`src/rtl/line_fifo_ctrl.sv`:
```
// Line FIFO controller: a RAM-backed entry queue with a one-cycle-latency read port
// feeding a two-entry skid buffer, so one entry per cycle is sustained both ways.
module line_fifo_ctrl #(
  parameter int NUMBER_OF_LINES = 16,
  parameter int DATA_WIDTH      = 128
) (
  input  logic                               clk,
  input  logic                               rst_n,
  input  logic                               flush,
  input  logic                               in_valid,
  output logic                               in_ready,
  input  logic [DATA_WIDTH-1:0]              in_data,
  output logic                               out_valid,
  input  logic                               out_ready,
  output logic [DATA_WIDTH-1:0]              out_data,
  output logic                               ram_w_en,
  output logic [$clog2(NUMBER_OF_LINES)-1:0] ram_addr_w,
  output logic [DATA_WIDTH-1:0]              ram_wr_data,
  output logic                               ram_r_en,
  output logic [$clog2(NUMBER_OF_LINES)-1:0] ram_addr_r,
  input  logic [DATA_WIDTH-1:0]              ram_rd_data,
  input  logic                               ram_rd_valid,
  output logic [$clog2(NUMBER_OF_LINES+3)-1:0] level
);

  localparam int AW = $clog2(NUMBER_OF_LINES);
  localparam int LW = $clog2(NUMBER_OF_LINES + 3);

  logic [AW:0]           r_wr_ptr;
  logic [AW:0]           r_rd_ptr;
  logic [1:0]            r_ob_cnt;
  logic                  r_inflight;
  logic                  r_run;
  logic [DATA_WIDTH-1:0] r_ob0;
  logic [DATA_WIDTH-1:0] r_ob1;

  logic [AW:0]           w_ram_cnt;
  logic                  w_full;
  logic                  w_empty;
  logic                  w_push;
  logic                  w_pop;
  logic                  w_load;
  logic                  w_rd;
  logic [2:0]            w_claim;

  assign w_ram_cnt = r_wr_ptr - r_rd_ptr;
  assign w_full    = (w_ram_cnt == (AW+1)'(NUMBER_OF_LINES));
  assign w_empty   = (w_ram_cnt == '0);

  // r_run keeps in_ready (and thus writes) low while reset is held
  assign in_ready  = r_run & ~w_full & ~flush;
  assign out_valid = (r_ob_cnt != 2'd0);
  assign out_data  = r_ob0;

  assign w_push = in_valid & in_ready;
  assign w_pop  = out_valid & out_ready;
  assign w_load = ram_rd_valid & ~flush;

  // buffer slots already claimed once this cycle's pop is accounted for
  assign w_claim = {1'b0, r_ob_cnt} + {2'b00, r_inflight} - {2'b00, w_pop};
  assign w_rd    = ~w_empty & ~flush & (w_claim < 3'd2);

  assign ram_w_en    = w_push;
  assign ram_addr_w  = r_wr_ptr[AW-1:0];
  assign ram_wr_data = in_data;
  assign ram_r_en    = w_rd;
  assign ram_addr_r  = r_rd_ptr[AW-1:0];

  assign level = LW'(w_ram_cnt) + LW'(r_inflight) + LW'(r_ob_cnt);

  always_ff @(posedge clk or negedge rst_n) begin
    if (!rst_n) begin
      r_wr_ptr   <= '0;
      r_rd_ptr   <= '0;
      r_ob_cnt   <= '0;
      r_inflight <= 1'b0;
      r_run      <= 1'b0;
    end else begin
      r_run <= 1'b1;
      if (flush) begin
        r_wr_ptr   <= '0;
        r_rd_ptr   <= '0;
        r_ob_cnt   <= '0;
        r_inflight <= 1'b0;
      end else begin
        if (w_push) r_wr_ptr <= r_wr_ptr + 1'b1;
        if (w_rd)   r_rd_ptr <= r_rd_ptr + 1'b1;
        r_inflight <= w_rd;
        r_ob_cnt   <= r_ob_cnt + {1'b0, w_load} - {1'b0, w_pop};
      end
    end
  end

  always_ff @(posedge clk) begin
    if (w_pop && w_load) begin
      if (r_ob_cnt == 2'd2) begin
        r_ob0 <= r_ob1;
        r_ob1 <= ram_rd_data;
      end else begin
        r_ob0 <= ram_rd_data;
      end
    end else if (w_pop) begin
      r_ob0 <= r_ob1;
    end else if (w_load) begin
      if (r_ob_cnt == 2'd0) r_ob0 <= ram_rd_data;
      else                  r_ob1 <= ram_rd_data;
    end
  end

endmodule

```
`config.mk`:
```
export PLATFORM = sky130hd
export DESIGN_NAME = line_fifo_ctrl
export DESIGN_NICKNAME = d
export VERILOG_FILES = /design/src/rtl/line_fifo_ctrl.sv
export SDC_FILE = /design/constraint.sdc
export NUM_CORES = 1
export LEC_CHECK = 0
export BUFFER_PORTS_ARGS = -buffer_cell sky130_fd_sc_hd__buf_2
export CORE_AREA = 2 2 207 209
export DETAILED_ROUTE_END_ITERATION = 16
export DIE_AREA = 0 0 209 211
export HOLD_SLACK_MARGIN = 0.15
export PLACE_DENSITY_LB_ADDON = 0.1
export SETUP_SLACK_MARGIN = 0.1
export SLEW_MARGIN = 5
export SYNTH_ARGS = -nofsm -noshare
export SYNTH_HDL_FRONTEND = slang
export SYNTH_SLANG_ARGS = --single-unit
```
`constraint.sdc`:
```
create_clock -name clk -period 12.18 [get_ports clk]
set_clock_uncertainty 0.15 [all_clocks]
set_input_delay 1.218 -clock clk [delete_from_list [all_inputs] [get_ports clk]]
set_output_delay 1.218 -clock clk [all_outputs]
set_load 0.02 [all_outputs]
```
==> reports/metrics.cfg <==
[global_route]
grt_use_total_pct = 14.4
grt_pass1_vias = 6313
overflow = 0
grt_max_degree = 68
grt_pass1_wl_um = 45600
antenna_found_initial = 1

[floorplanning]
coreArea_um2 = 41800
num_rows = 75
io_pins = 535
fp.dieW_um = 209
die_area_um2 = 44100
start_util_pct = 27.5
die_h_um = 211

[clock_tree]
postCtsSetupRepairBufs = 0
cts_tree = built
h-tree-depth = 2
post_cts_resized = 0
cts_sinks = 270
root_buffer = clkbuf_16
cts_hold_buf = 0
numCtsBuffers = 34
ctsLongestPathBuffers = 3
clk_pin_slew_ps = 60
clock_latency_ps = 530

[pwr]
clkPwrFrac_pct = 30.0
intPower_mw = 2.24
p_switching_mw = 1.11
cellLeakagePower_nw = 5.16
ir_drop_v = 0.000314
p_comb_share_pct = 29.0
p_seq_share_pct = 41.0
powerDensity_nw_per_um2 = 246
p_sw_share_pct = 33.2

[sta]
fmax_ghz = 0.201
period_needed_ps = 4970
setup_violations = 0
rsz0062_at_grt = false
max-slew-margin-rel_pct = 32.3
period_share_pct = 40.8
worst_hold_slack_ps = 378
hold_viol_final = 0
slew_viol_final = 0
fin_setup_tns_ps = 0
max_slew.worst_pin.slew_ps = 1020

[placement]
place_inst = 1337
dp_hpwl_um = 23200
placed_area_um2 = 12500
place.gp.congestion = 0.720
io_buffers = 278

[synthesis]
synth_compound_area_share_pct = 0.925
ys.flop_type = edfxtp_1
yosysSeqAreaShare_pct = 69.9
synth-seq-cells = 270
ys_types = 38
synth_xor_area_share_pct = 1.05
avgSynthCellArea_um2 = 17.3
synthCells = 666
synthAdderAreaFrac_pct = 1.89
synth_top_family_by_area = multiplexers
muxShareOfSynthArea_pct = 13.8
synth_fp_nets = 943
async_flop_share_pct = 5.19
synth-simple-area-share_pct = 2.30
syn_area_um2 = 11500
synth_edf_count = 256
yosys_warnings = 0

[worst_hold_path]
hold_path_depth = 1
holdPathEnd = out_data[107]$_DFFE_PP_
hp-class = reg -> reg
hold_start = r_ob1[107]$_DFFE_PP_

[final_layout]
final_common_cell = buf_2
seqCellArea_um2 = 8040
multiInputGateArea_um2 = 2330
area_delta_synth_final_pct = 18.6
drive_gt1_share_pct = 52.4
finalNonFillerCells = 1399
stdcell_area_um2 = 13600
layout_common_cells = buf_2 (278), edfxtp_1 (256), mux2_2 (98)
nets = 1111
final_util_pct = 32.6
fill_cells = 4112

[run]
cap_violations = 0

[setup_path]
rr_endpoint = out_data[116]$_DFFE_PP_
r2r-start = r_ob_cnt[1]$_DFF_PN0_
worstRegToRegCells = 7
start_kind = flip-flop
crit_arrival_ps = 3600
cp_common_cell = nor2b_1
cp_max_fo = 6
crit_chain = nor2_1 -> nor2b_1 -> ha_1 -> nand2b_1 -> fa_1 -> xnor2_1 -> nand2_1 -> a21oi_2 -> nor2b_1 -> buf_2
required_ps = 10810
path_class = reg -> out
critPathSlowestCell = nor2_1
end_kind = primary output
slowest_delay_ps = 520
timing.reg2reg.setup_slack_ps = 8250

[routing]
ant_nets = 0
vias_per_cell = 4.27
wire_per_inst_um = 23.2
wirelength_um = 32400
firstDrtPassIters = 4
drtIter0Drc = 244
vias = 5978
drc = 0

[status]
outcome = finished clean

[worst max-delay path, delay by kind of cell, from the launching register on]
family,cells,cell delay (ps)
buffers and inverters,1,180
AOI/OAI and AO/OA,1,220
xor gates and xnor gates,1,270
DFF,1,490
adders and majority gates,2,710
and+or+nand+nor,5,1200
[cell usage after synthesis (5+ instances only)]
master,instances,area [µm²]
buf_2,12,60.1
inv_1,11,41.3
nor2_1,17,63.8
xnor2_1,5,43.8
a21oi_1,7,35.0
mux2_2,98,1100
edfxtp_1,256,7690
dfrtp_1,14,350
nand2_1,6,22.5
nor2b_1,9,56.3
mux2_1,35,394
ha_1,11,138
xor2_1,5,43.8
nand2b_1,8,50.1
buf_4,136,1020
[area by class of cell]
type	count	area share, %
diodes	1	0.0184
clock buffers	36	6.45
clock inverters	25	1.60
inverters	11	0.303
multi-input cells	232	17.1
flip-flops and latches	270	59.0
well taps	539	4.95
repair buffers	285	10.6
[per-stage QoR]
step / power, mW / setup slack (ps)
finish: 3.35 / 7210
global route: 3.52 / 6880
CTS: 3.42 / 7100
detailed placement: 2.39 / 7380
global placement: 2.39 / 7410
floorplan: 2.13 / 102
[flip-flops by register name, indices dropped and copies added (netlist names)]
| name | cells |
|---|---|
| out_data | 128 |
| r_wr_ptr | 5 |
| r_inflight | 1 |
| r_run | 1 |
| r_ob_cnt | 2 |
| r_ob1 | 128 |
| r_rd_ptr | 5 |
[per-layer routing]
layer  up-vias  routed length, µm  global-route usage, %
li1       2660                  -                      -
met1      2860              12100                   15.8
met2       362              15300                   23.1
met3        96               3370                   6.59
met4         0               1580                   8.15
met5         -                  0                      0
[worst max-delay path by stage]
stage / start / to / slack, ps / cells after the start
2_1_floorplan: flush / r_ob1[0]$_DFFE_PP_ / 100 / 5
3_3_place_gp: out_ready / ram_r_en / 7410 / 10
3_5_place_dp: out_ready / ram_r_en / 7380 / 10
4_1_cts: r_ob_cnt[1]$_DFF_PN0_ / ram_r_en / 7100 / 10
5_1_grt: r_ob_cnt[1]$_DFF_PN0_ / ram_r_en / 6880 / 10
6_report: r_ob_cnt[1]$_DFF_PN0_ / ram_r_en / 7210 / 10
[kinds of logic after synthesis]
group	count (synthesis)
DFF	270
buffers and inverters	164
muxes	139
and+or+nand+nor	50
adders and majority gates	15
AOI/OAI and AO/OA	15
xor gates and xnor gates	12
other	1
[power groups by stage]
| stage | Clock, mW | Sequential [mW] | Combinational [mW] |
|---|---|---|---|
| 2_1_floorplan | 0 | 1.61 | 0.523 |
| 3_3_place_gp | 0 | 1.40 | 0.999 |
| 3_5_place_dp | 0 | 1.40 | 0.991 |
| 4_1_cts | 1.04 | 1.38 | 0.997 |
| 5_1_grt | 1.08 | 1.40 | 1.05 |
| 6_report | 1.00 | 1.37 | 0.971 |
(Power assumes the default switching activity.)
